**src/rtl/amiga_kbd_pkg.sv**
```systemverilog
// amiga_kbd_pkg: shared states, keycodes, timing defaults and bit-order helper for the keyboard transmitter
package amiga_kbd_pkg;
  typedef enum logic [3:0] {
    PU_RESYNC, IDLE, SETUP, LOW, HIGH, HS_SETTLE, HS_WAIT, HS_END, RESYNC
  } state_e;
  typedef enum logic [2:0] {
    J_PU_SYNC, J_PU_START, J_PU_END, J_SYNC, J_LOST, J_RETRY, J_NORMAL
  } job_e;
  localparam logic [7:0] KC_LOST_SYNC = 8'hF9;
  localparam logic [7:0] KC_PU_START = 8'hFD;
  localparam logic [7:0] KC_PU_END = 8'hFE;
  localparam int T_SETUP_DEF = 143;
  localparam int T_LOW_DEF = 143;
  localparam int T_HIGH_DEF = 143;
  localparam int T_HS_TIMEOUT_DEF = 1023730;
  localparam int CW_DEF = 20;
  localparam int T_SETTLE = 3;
  function automatic logic [7:0] kbd_rot(input logic [7:0] b);
    return {b[6:0], b[7]};
  endfunction
endpackage

```
**src/rtl/amiga_kbd_bit_timer.sv**
```systemverilog
// amiga_kbd_bit_timer: phase down-counter; a load of N makes exp_o rise on the Nth cycle after the load
module amiga_kbd_bit_timer #(
  parameter int CW = 20,
  parameter int RST_VAL = 0
) (
  input  logic          clk_i,
  input  logic          rst_ni,
  input  logic          load_i,
  input  logic [CW-1:0] val_i,
  output logic          exp_o
);
  logic [CW-1:0] cnt_q, cnt_d;
  // reload on phase entry, otherwise count down and park at zero
  always_comb cnt_d = load_i ? val_i - CW'(1) : (cnt_q != '0 ? cnt_q - CW'(1) : cnt_q);
  // counter register
  always_ff @(posedge clk_i or negedge rst_ni)
    if (!rst_ni) cnt_q <= CW'(RST_VAL);
    else cnt_q <= cnt_d;
  assign exp_o = cnt_q == '0;
endmodule

```
**src/rtl/amiga_kbd_tx.sv**
```systemverilog
// amiga_kbd_tx: keyboard-side KCLK/KDAT serial transmitter with handshake, resync and power-up stream
module amiga_kbd_tx
  import amiga_kbd_pkg::*;
#(
  parameter int T_SETUP = T_SETUP_DEF,
  parameter int T_LOW = T_LOW_DEF,
  parameter int T_HIGH = T_HIGH_DEF,
  parameter int T_HS_TIMEOUT = T_HS_TIMEOUT_DEF,
  parameter int CW = CW_DEF
) (
  input  logic       CLK,
  input  logic       _RST,
  input  logic [7:0] TX_DATA,
  input  logic       TX_VALID,
  output logic       TX_READY,
  output logic       KCLK_OE,
  output logic       KDAT_OE,
  input  logic       KDAT_IN,
  output logic       SYNC_LOST
);
  state_e state_q, state_d;
  job_e job_q, job_d;
  logic [7:0] sr_q, sr_d, retry_q, retry_d;
  logic [2:0] bit_q, bit_d;
  logic kclk_q, kclk_d, kdat_q, kdat_d;
  logic [1:0] sync_q;
  logic kd_s, tmr_exp, tmr_load, sync_lost;
  logic [CW-1:0] tmr_val;
  assign kd_s = sync_q[1];
  assign tmr_load = state_d != state_q;
  // phase length of the state being entered; the settle covers synchronizer latency after KDAT release
  always_comb tmr_val = CW'(state_d == LOW ? T_LOW : state_d == HIGH ? T_HIGH :
                            state_d == HS_SETTLE ? T_SETTLE : state_d == HS_WAIT ? T_HS_TIMEOUT : T_SETUP);
  amiga_kbd_bit_timer #(.CW(CW), .RST_VAL(T_SETUP)) u_tmr (
    .clk_i (CLK),
    .rst_ni(_RST),
    .load_i(tmr_load),
    .val_i (tmr_val),
    .exp_o (tmr_exp)
  );
  // next-state: bit timing, handshake detection, resync and follow-on byte selection
  always_comb begin
    state_d = state_q;
    job_d = job_q;
    sr_d = sr_q;
    bit_d = bit_q;
    retry_d = retry_q;
    sync_lost = 1'b0;
    case (state_q)
      IDLE:
        if (TX_VALID && kd_s) begin
          state_d = SETUP;
          job_d = J_NORMAL;
          retry_d = TX_DATA;
          sr_d = kbd_rot(TX_DATA);
          bit_d = 3'd7;
        end
      PU_RESYNC, RESYNC, SETUP: if (tmr_exp) state_d = LOW;
      LOW: if (tmr_exp) state_d = HIGH;
      HIGH:
        if (tmr_exp) begin
          if (bit_q == 3'd0) state_d = HS_SETTLE;
          else begin
            state_d = SETUP;
            sr_d = {sr_q[6:0], 1'b0};
            bit_d = bit_q - 3'd1;
          end
        end
      HS_SETTLE: if (tmr_exp) state_d = HS_WAIT;
      HS_WAIT:
        if (!kd_s) state_d = HS_END;
        else if (tmr_exp) begin
          sr_d = 8'h80;
          bit_d = 3'd0;
          if (job_q inside {J_PU_SYNC, J_PU_START, J_PU_END}) begin
            state_d = PU_RESYNC;
            job_d = J_PU_SYNC;
          end else begin
            state_d = RESYNC;
            job_d = J_SYNC;
            sync_lost = job_q != J_SYNC;
          end
        end
      HS_END:
        if (kd_s) begin
          state_d = job_q inside {J_PU_END, J_RETRY, J_NORMAL} ? IDLE : SETUP;
          job_d = job_q == J_PU_SYNC ? J_PU_START : job_q == J_PU_START ? J_PU_END :
                  job_q == J_SYNC ? J_LOST : J_RETRY;
          sr_d = kbd_rot(job_q == J_PU_SYNC ? KC_PU_START : job_q == J_PU_START ? KC_PU_END :
                         job_q == J_SYNC ? KC_LOST_SYNC : retry_q);
          bit_d = 3'd7;
        end
      default: state_d = PU_RESYNC;
    endcase
    kdat_d = (state_d inside {PU_RESYNC, RESYNC, SETUP, LOW, HIGH}) && sr_d[7];
    kclk_d = state_d == LOW;
  end
  // state, datapath, registered open-collector enables and KDAT synchronizer
  always_ff @(posedge CLK or negedge _RST)
    if (!_RST) begin
      state_q <= PU_RESYNC;
      job_q <= J_PU_SYNC;
      sr_q <= 8'h80;
      bit_q <= 3'd0;
      retry_q <= 8'h00;
      kclk_q <= 1'b0;
      kdat_q <= 1'b0;
      sync_q <= 2'b11;
    end else begin
      state_q <= state_d;
      job_q <= job_d;
      sr_q <= sr_d;
      bit_q <= bit_d;
      retry_q <= retry_d;
      kclk_q <= kclk_d;
      kdat_q <= kdat_d;
      sync_q <= {sync_q[0], KDAT_IN};
    end
  assign TX_READY = state_q == IDLE && kd_s;
  assign KCLK_OE = kclk_q;
  assign KDAT_OE = kdat_q;
  assign SYNC_LOST = sync_lost;
endmodule
```
**config.mk**
```make
export PLATFORM = sky130hd
export DESIGN_NAME = amiga_kbd_tx
export DESIGN_NICKNAME = d
export VERILOG_FILES = /design/src/rtl/amiga_kbd_pkg.sv /design/src/rtl/amiga_kbd_bit_timer.sv /design/src/rtl/amiga_kbd_tx.sv
export SDC_FILE = /design/constraint.sdc
export NUM_CORES = 1
export LEC_CHECK = 0
export ABC_AREA = 1
export CORE_MARGIN = 4
export CORE_UTILIZATION = 40
export CTS_CLUSTER_DIAMETER = 80
export DETAILED_ROUTE_END_ITERATION = 8
export GPL_ROUTABILITY_DRIVEN = 1
export HOLD_SLACK_MARGIN = 0.03
export PLACE_DENSITY = 0.53
export SLEW_MARGIN = 20
export SYNTH_ARGS = -nofsm -noshare
export SYNTH_HDL_FRONTEND = slang
export SYNTH_SLANG_ARGS = --single-unit
```
**constraint.sdc**
```tcl
create_clock -name CLK -period 7.3 [get_ports CLK]
set_input_delay 1.46 -clock CLK [delete_from_list [all_inputs] [get_ports CLK]]
set_output_delay 1.46 -clock CLK [all_outputs]
set_load 0.03 [all_outputs]
```
* After elaboration in Yosys (flattened, before gate mapping) *
Cells that the tools add are included.

cells by class
  equal/unequal tests = 27
  muxes and demuxes = 48
  add/subtract/negate cells = 3
  reduce and logical (&&, ||, !) cells = 19

operators with widths
  cell                                                number
  two-way mux 20 bit                                  6
  two-way mux 8 bit                                   9
  subtractor 20 x 1 -> 20 bit, second input constant  2
  two-way mux 3 bit                                   13
  two-way mux 4 bit                                   9
  case mux 8 bit (4 select lines)                     1
  == test 4 x 3 -> 1 bit, second input constant       7
  case mux 4 bit (7 select lines)                     1
  zero test 20 bit                                    1
  nonzero test 20 bit                                 1
  == test 4 x 2 -> 1 bit, second input constant       4
  != test 2 bit, second input constant                6
  case mux 3 bit (4 select lines)                     1
  case mux 3 bit (3 select lines)                     1
  nonzero test 3 bit                                  3
  == test 4 bit, second input constant                2
  zero test 4 bit                                     2
  AND reduction 7 bit                                 1
  == test 3 x 2 -> 1 bit, second input constant       2
  == test 3 bit, second input constant                2
  zero test 3 bit                                     2
  two-way mux 1 bit                                   5
  AND reduction 5 bit                                 1
  nonzero test 5 bit                                  1
  11 further kinds                                    14

word-level totals
  flip-flop bits (word level) = 50
  logic and storage cells = 107

* Depth between registers and ports, before layout *
  word-level depth = 13
  gate-level depth with buffers = 26

* By module *
Synthesis repeated with hierarchy kept, for this count alone.

second synthesis, totals
  cell total of the unflattened synthesis = 516
  area total of the unflattened synthesis = 3330.7 um^2

modules (own cells, without submodules)
  module               area an instance (um^2)  times used  sequential area each (um^2)  cells an instance
  amiga_kbd_tx         1788.0                   1           754.5                        257
  amiga_kbd_bit_timer  1542.7                   1           506.7                        259

* Least setup slack after synthesis *
No wires, ideal clock.

  kind = input -> register
  start point = in TX_VALID
  end point = reg u_tmr.cnt_q[8]
  path slack = 3.657 ns
  stages on the path = 22
  setup time = 0.117 ns
  required time = 7.183 ns
  data arrival time = 3.526 ns
  cell sequence = nand2_1 -> inv_1 -> nand2_2 -> nand3_2 -> a21oi_2 -> nand3_2 -> nand2_1 -> nand2_2 -> nor2_4 -> nand2_4 -> buf_6 -> nand2_1 -> o21ai_0 -> inv_1 -> ha_1 -> inv_1 -> nor2_1 -> nand2_2 -> nor2_4 -> nor2_1 -> o21ai_1 -> inv_1

on the way
  word-level cells in the longest chain between the ends = 10
  elaborated cells between the ends (all ways) = 15
  those cells by class = add/sub: 1; eq/ne: 5; mux: 7; reduce/logical: 2

ends and longest elaborated chain
  what                               RTL line                   RTL
  from (decl)                        amiga_kbd_tx.sv:14         input logic TX_VALID,
  logical AND 1 bit *                amiga_kbd_tx.sv:51         if (TX_VALID && kd_s) begin
  two-way mux 4 bit *                amiga_kbd_tx.sv:51
  case mux 4 bit (7 select lines) *  amiga_kbd_tx.sv:49         case (state_q)
  named net state_d[1]               amiga_kbd_tx.sv:21         state_e state_q, state_d;
  == test 4 x 3 -> 1 bit             amiga_kbd_tx.sv:33         state_d == HS_SETTLE ? T_SETTLE : state_d == HS_WAIT ? T_HS_TIMEOUT : T_SETUP);
  two-way mux 20 bit (2 in a row)    amiga_kbd_tx.sv:33
  two-way mux 20 bit (2 in a row)    amiga_kbd_tx.sv:32         always_comb tmr_val = CW'(state_d == LOW ? T_LOW : state_d == HIGH ? T_HIGH :
  subtractor 20 x 1 -> 20 bit        amiga_kbd_bit_timer.sv:14  always_comb cnt_d = load_i ? val_i - CW'(1) : (cnt_q != '0 ? cnt_q - CW'(1) : cnt_q);
  two-way mux 20 bit                 amiga_kbd_bit_timer.sv:14
  to (signal assigned)               amiga_kbd_bit_timer.sv:17  if (!rst_ni) cnt_q <= CW'(RST_VAL);
  to (signal assigned)               amiga_kbd_bit_timer.sv:18  else cnt_q <= cnt_d;
  to (decl)                          amiga_kbd_bit_timer.sv:12  logic [CW-1:0] cnt_q, cnt_d;

Mark *: on every way through the listed nets, which the timed path passes. The rest lies on a longest branch.
A chain may end at the register's enable or synchronous reset.

* Worst setup path after layout *
  start point = in TX_VALID
  end point = reg u_tmr.cnt_q[5]

Same word-level chain as after synthesis.

==> results.cfg <==
[worst_setup_path]
setup.reg_to_reg.worst_slack_ns = 3.45
crit_path_end_kind = flop
rr_startpoint = state_q[0]$_DFF_PN0_
timing.rr.end = u_tmr.cnt_q[5]$_DFFE_PN0P_
path_max_fanout = 14
worst_ep_arrival_ns = 4.68
r2r_cells = 14
critical_path_required_ns = 7.47
critical_path.startpoint_type = primary input
setup_cp_type = in -> reg

[synthesis]
synth_fp_nets = 480
yosys_warns = 0
synth.ff_latch_count = 50
synth-seq-area-share = 0.3740
synthDominantAreaCellType = sky130_fd_sc_hd__dfrtp_1
netlist_area_mm2 = 0.003372
distinct_cell_type_count_of_the_synthesized_netlist = 42
synth_top_area_share = 0.3117
syn-instance-count = 465
synth_area_per_cell_um2 = 7.252
synthTopCellsByArea = sky130_fd_sc_hd__dfrtp_1, sky130_fd_sc_hd__nand2_1, sky130_fd_sc_hd__inv_1

[floorplan]
fp.dieH_um = 99.82
design.portCount = 16
floorplan.die.width_um = 99.82
core_mm2 = 0.008217
initial_cell_density_of_the_core = 0.4104
row_count = 33
die_area_mm2 = 0.009963

[power_and_ir_drop]
p_leak_nw = 1.933
clockPowerShare = 0.422
power.switching_w = 0.0001151
combPwrFrac = 0.024
power_switching_share = 0.2288
internal_power_w = 0.0003880
worst_ir_drop_vdd_v = 0.00008714
ratio_of_total_power_to_cell_area_mw_per_mm2 = 135.4
seqPwrFrac = 0.554

[cts]
cts.repair_timing.setup_buffer_count = 0
htree_levels = 2
cts_root_buf = sky130_fd_sc_hd__clkbuf_8
clockBufferDepth = 2
tritoncts_num_sinks = 50
postCtsHoldBufs = 0
cts_inserted_buffers = 5
clkTransAtPathRegs_ns = 0.10
worstSkewPairLatency_ns = 0.31
cts_resized = 0
tritoncts_clock_tree = built

[final_layout]
final-seq-area_mm2 = 0.001261
final_nets = 496
drive_above_1_share = 0.1577
layout.cells.most_common_list = sky130_fd_sc_hd__nand2_1, sky130_fd_sc_hd__nor2_1, sky130_fd_sc_hd__inv_1
antennaDiodeCount = 0
final_core_util = 0.4521
area_growth_pct = 10.17
postLayoutCellArea_mm2 = 0.003715
final_common_cell = sky130_fd_sc_hd__nand2_1
fillers = 843
multi_input_comb_area_mm2 = 0.001789

[outcome]
status = finished clean

[route]
post-route-drc-count = 0
drt.antenna.violating_nets = 0
drt-wirelength-per-cell_um = 13.69
num_vias = 2973
via_density_per_instance = 5.065
drtPass1Iterations = 5
drtIter0Drc = 169
finalWirelength_um = 8038

[sta]
fin_crit_ns = 4.508
setup-tns-final_ns = 0
worst_slew_pin_slew_ns = 1.025
worst_clock_skew_ns = 0.004462
slew-limit-headroom = 0.3139
finalHoldViolCount = 0
fmax_mhz = 221.8
rsz0062_at_grt = no
finalSetupViolations = 0
slew_violations = 0
final.period_utilization = 0.6175

[placement]
port-buffer-count = 15
gpl.final_weighted_congestion = 0.8591
post_dp_cell_area_mm2 = 0.003597
hpwlAfterDp_um = 6077

[global_route]
grt_first_pass_wirelength_um = 13680
grt_use_total = 0.1697
gr-usage-met2 = 0.2478
groute.layer.met1.usage = 0.2582
grt.met3_usage = 0.02641
grt_max_degree = 51
grt_busiest_layer = met1
gr-total-overflow = 0
grt_pass1_vias = 2801
antenna_found_initial = 0

[worst_hold_path]
hold_crit_depth = 0
hold_end = sync_q[1]$_DFF_PN1_
min-delay-start = sync_q[0]$_DFF_PN1_
timing.hold.worst.class = reg -> reg

[job]
timing.max_cap.violations = 0
[worst max-delay path by stage]
stage             start                     endpoint  slack, ns
4_1_cts        TX_VALID   u_tmr.cnt_q[5]$_DFFE_PN0P_       2.82
5_1_grt        TX_VALID   u_tmr.cnt_q[5]$_DFFE_PN0P_       2.47
6_report       TX_VALID   u_tmr.cnt_q[5]$_DFFE_PN0P_       2.79
3_3_place_gp   TX_VALID  u_tmr.cnt_q[16]$_DFFE_PN0P_       2.60
2_1_floorplan  TX_VALID   u_tmr.cnt_q[8]$_DFFE_PN0P_       3.66
3_5_place_dp   TX_VALID   u_tmr.cnt_q[5]$_DFFE_PN0P_       2.48
[power groups by stage]
stage | sequential, W | combinational [W] | clock (W)
finish | 0.000279 | 0.0000120 | 0.000212
global route | 0.000279 | 0.0000137 | 0.000229
CTS | 0.000279 | 0.0000127 | 0.000217
detailed placement | 0.000284 | 0.0000127 | 0
global placement | 0.000284 | 0.0000127 | 0
floorplan | 0.000284 | 0.000000579 | 0
[routing by layer]
metal,up-vias,share of wire
li1,1505,-
met3,4,0.039
met1,1391,0.52
met2,73,0.44
met4,0,0.0050
met5,-,0
[sequential cells by signal, indices dropped and copies added (netlist names)]
| name | count |
|---|---|
| sync_q | 2 |
| retry_q | 8 |
| bit_q | 3 |
| u_tmr.cnt_q | 20 |
| state_q | 4 |
| job_q | 3 |
| sr_q | 8 |
| KDAT_OE | 1 |
| KCLK_OE | 1 |
[area by class of cell]
cell class,count,area share
flip-flops and latches,50,0.3395
repair buffers,16,0.04109
clock buffers,5,0.01852
well taps,105,0.03537
multi-input cells,338,0.4816
clock inverters,3,0.01314
inverters,70,0.07073
[kinds of logic after synthesis]
group / after synthesis / share of synthesized area
fa+ha+maj: 3 / 0.01113
xor+xnor: 3 / 0.007794
flops: 50 / 0.3740
simple gates: 277 / 0.4197
compound gates: 55 / 0.09203
buf+inv: 77 / 0.09536
[cells in the mapped netlist, drive strengths merged]
| library cell | number |
|---|---|
| nand3 | 40 |
| o2111ai | 1 |
| a21oi | 14 |
| nor2 | 75 |
| xnor2 | 1 |
| inv | 69 |
| a31oi | 1 |
| o31ai | 1 |
| dfstp | 8 |
| nand4 | 12 |
| a21boi | 1 |
| dfrtp | 42 |
| clkinv | 1 |
| nor3 | 6 |
| nand3b | 1 |
| and2 | 1 |
| nand2 | 139 |
| o21bai | 1 |
| o311a | 1 |
| o21a | 1 |
| xor2 | 2 |
| buf | 7 |
| o31a | 1 |
| or2 | 2 |
| and3 | 1 |
| o21ai | 30 |
| ha | 3 |
| o211ai | 3 |
[metrics by stage]
stage / cells / hold WS (ns) / power [W] / worst slack, ns
2_1_floorplan: 465 / 0.3452 / 0.0002843 / 3.657
3_3_place_gp: 579 / 0.3467 / 0.0002966 / 2.602
3_5_place_dp: 579 / 0.3494 / 0.0002966 / 2.483
4_1_cts: 587 / 0.3654 / 0.0005089 / 2.823
5_1_grt: 587 / 0.3752 / 0.0005220 / 2.474
6_report: 587 / 0.3632 / 0.0005031 / 2.792
[worst max-delay path: stages]
cell,delay (ns)
sky130_fd_sc_hd__clkdlybuf4s50_1,0.41
sky130_fd_sc_hd__nand2_1,0.09
sky130_fd_sc_hd__inv_1,0.05
sky130_fd_sc_hd__nand2_2,0.20
sky130_fd_sc_hd__nand3_2,0.11
sky130_fd_sc_hd__a21oi_2,0.15
sky130_fd_sc_hd__nand3_2,0.13
sky130_fd_sc_hd__nand2_1,0.10
sky130_fd_sc_hd__nand2_2,0.06
sky130_fd_sc_hd__nor2_4,0.34
sky130_fd_sc_hd__nand2_4,0.20
sky130_fd_sc_hd__nor2_1,0.83
sky130_fd_sc_hd__inv_1,0.32
sky130_fd_sc_hd__o21ai_0,0.17
sky130_fd_sc_hd__a31oi_1,0.06
Power figures use the tool's default switching activity.
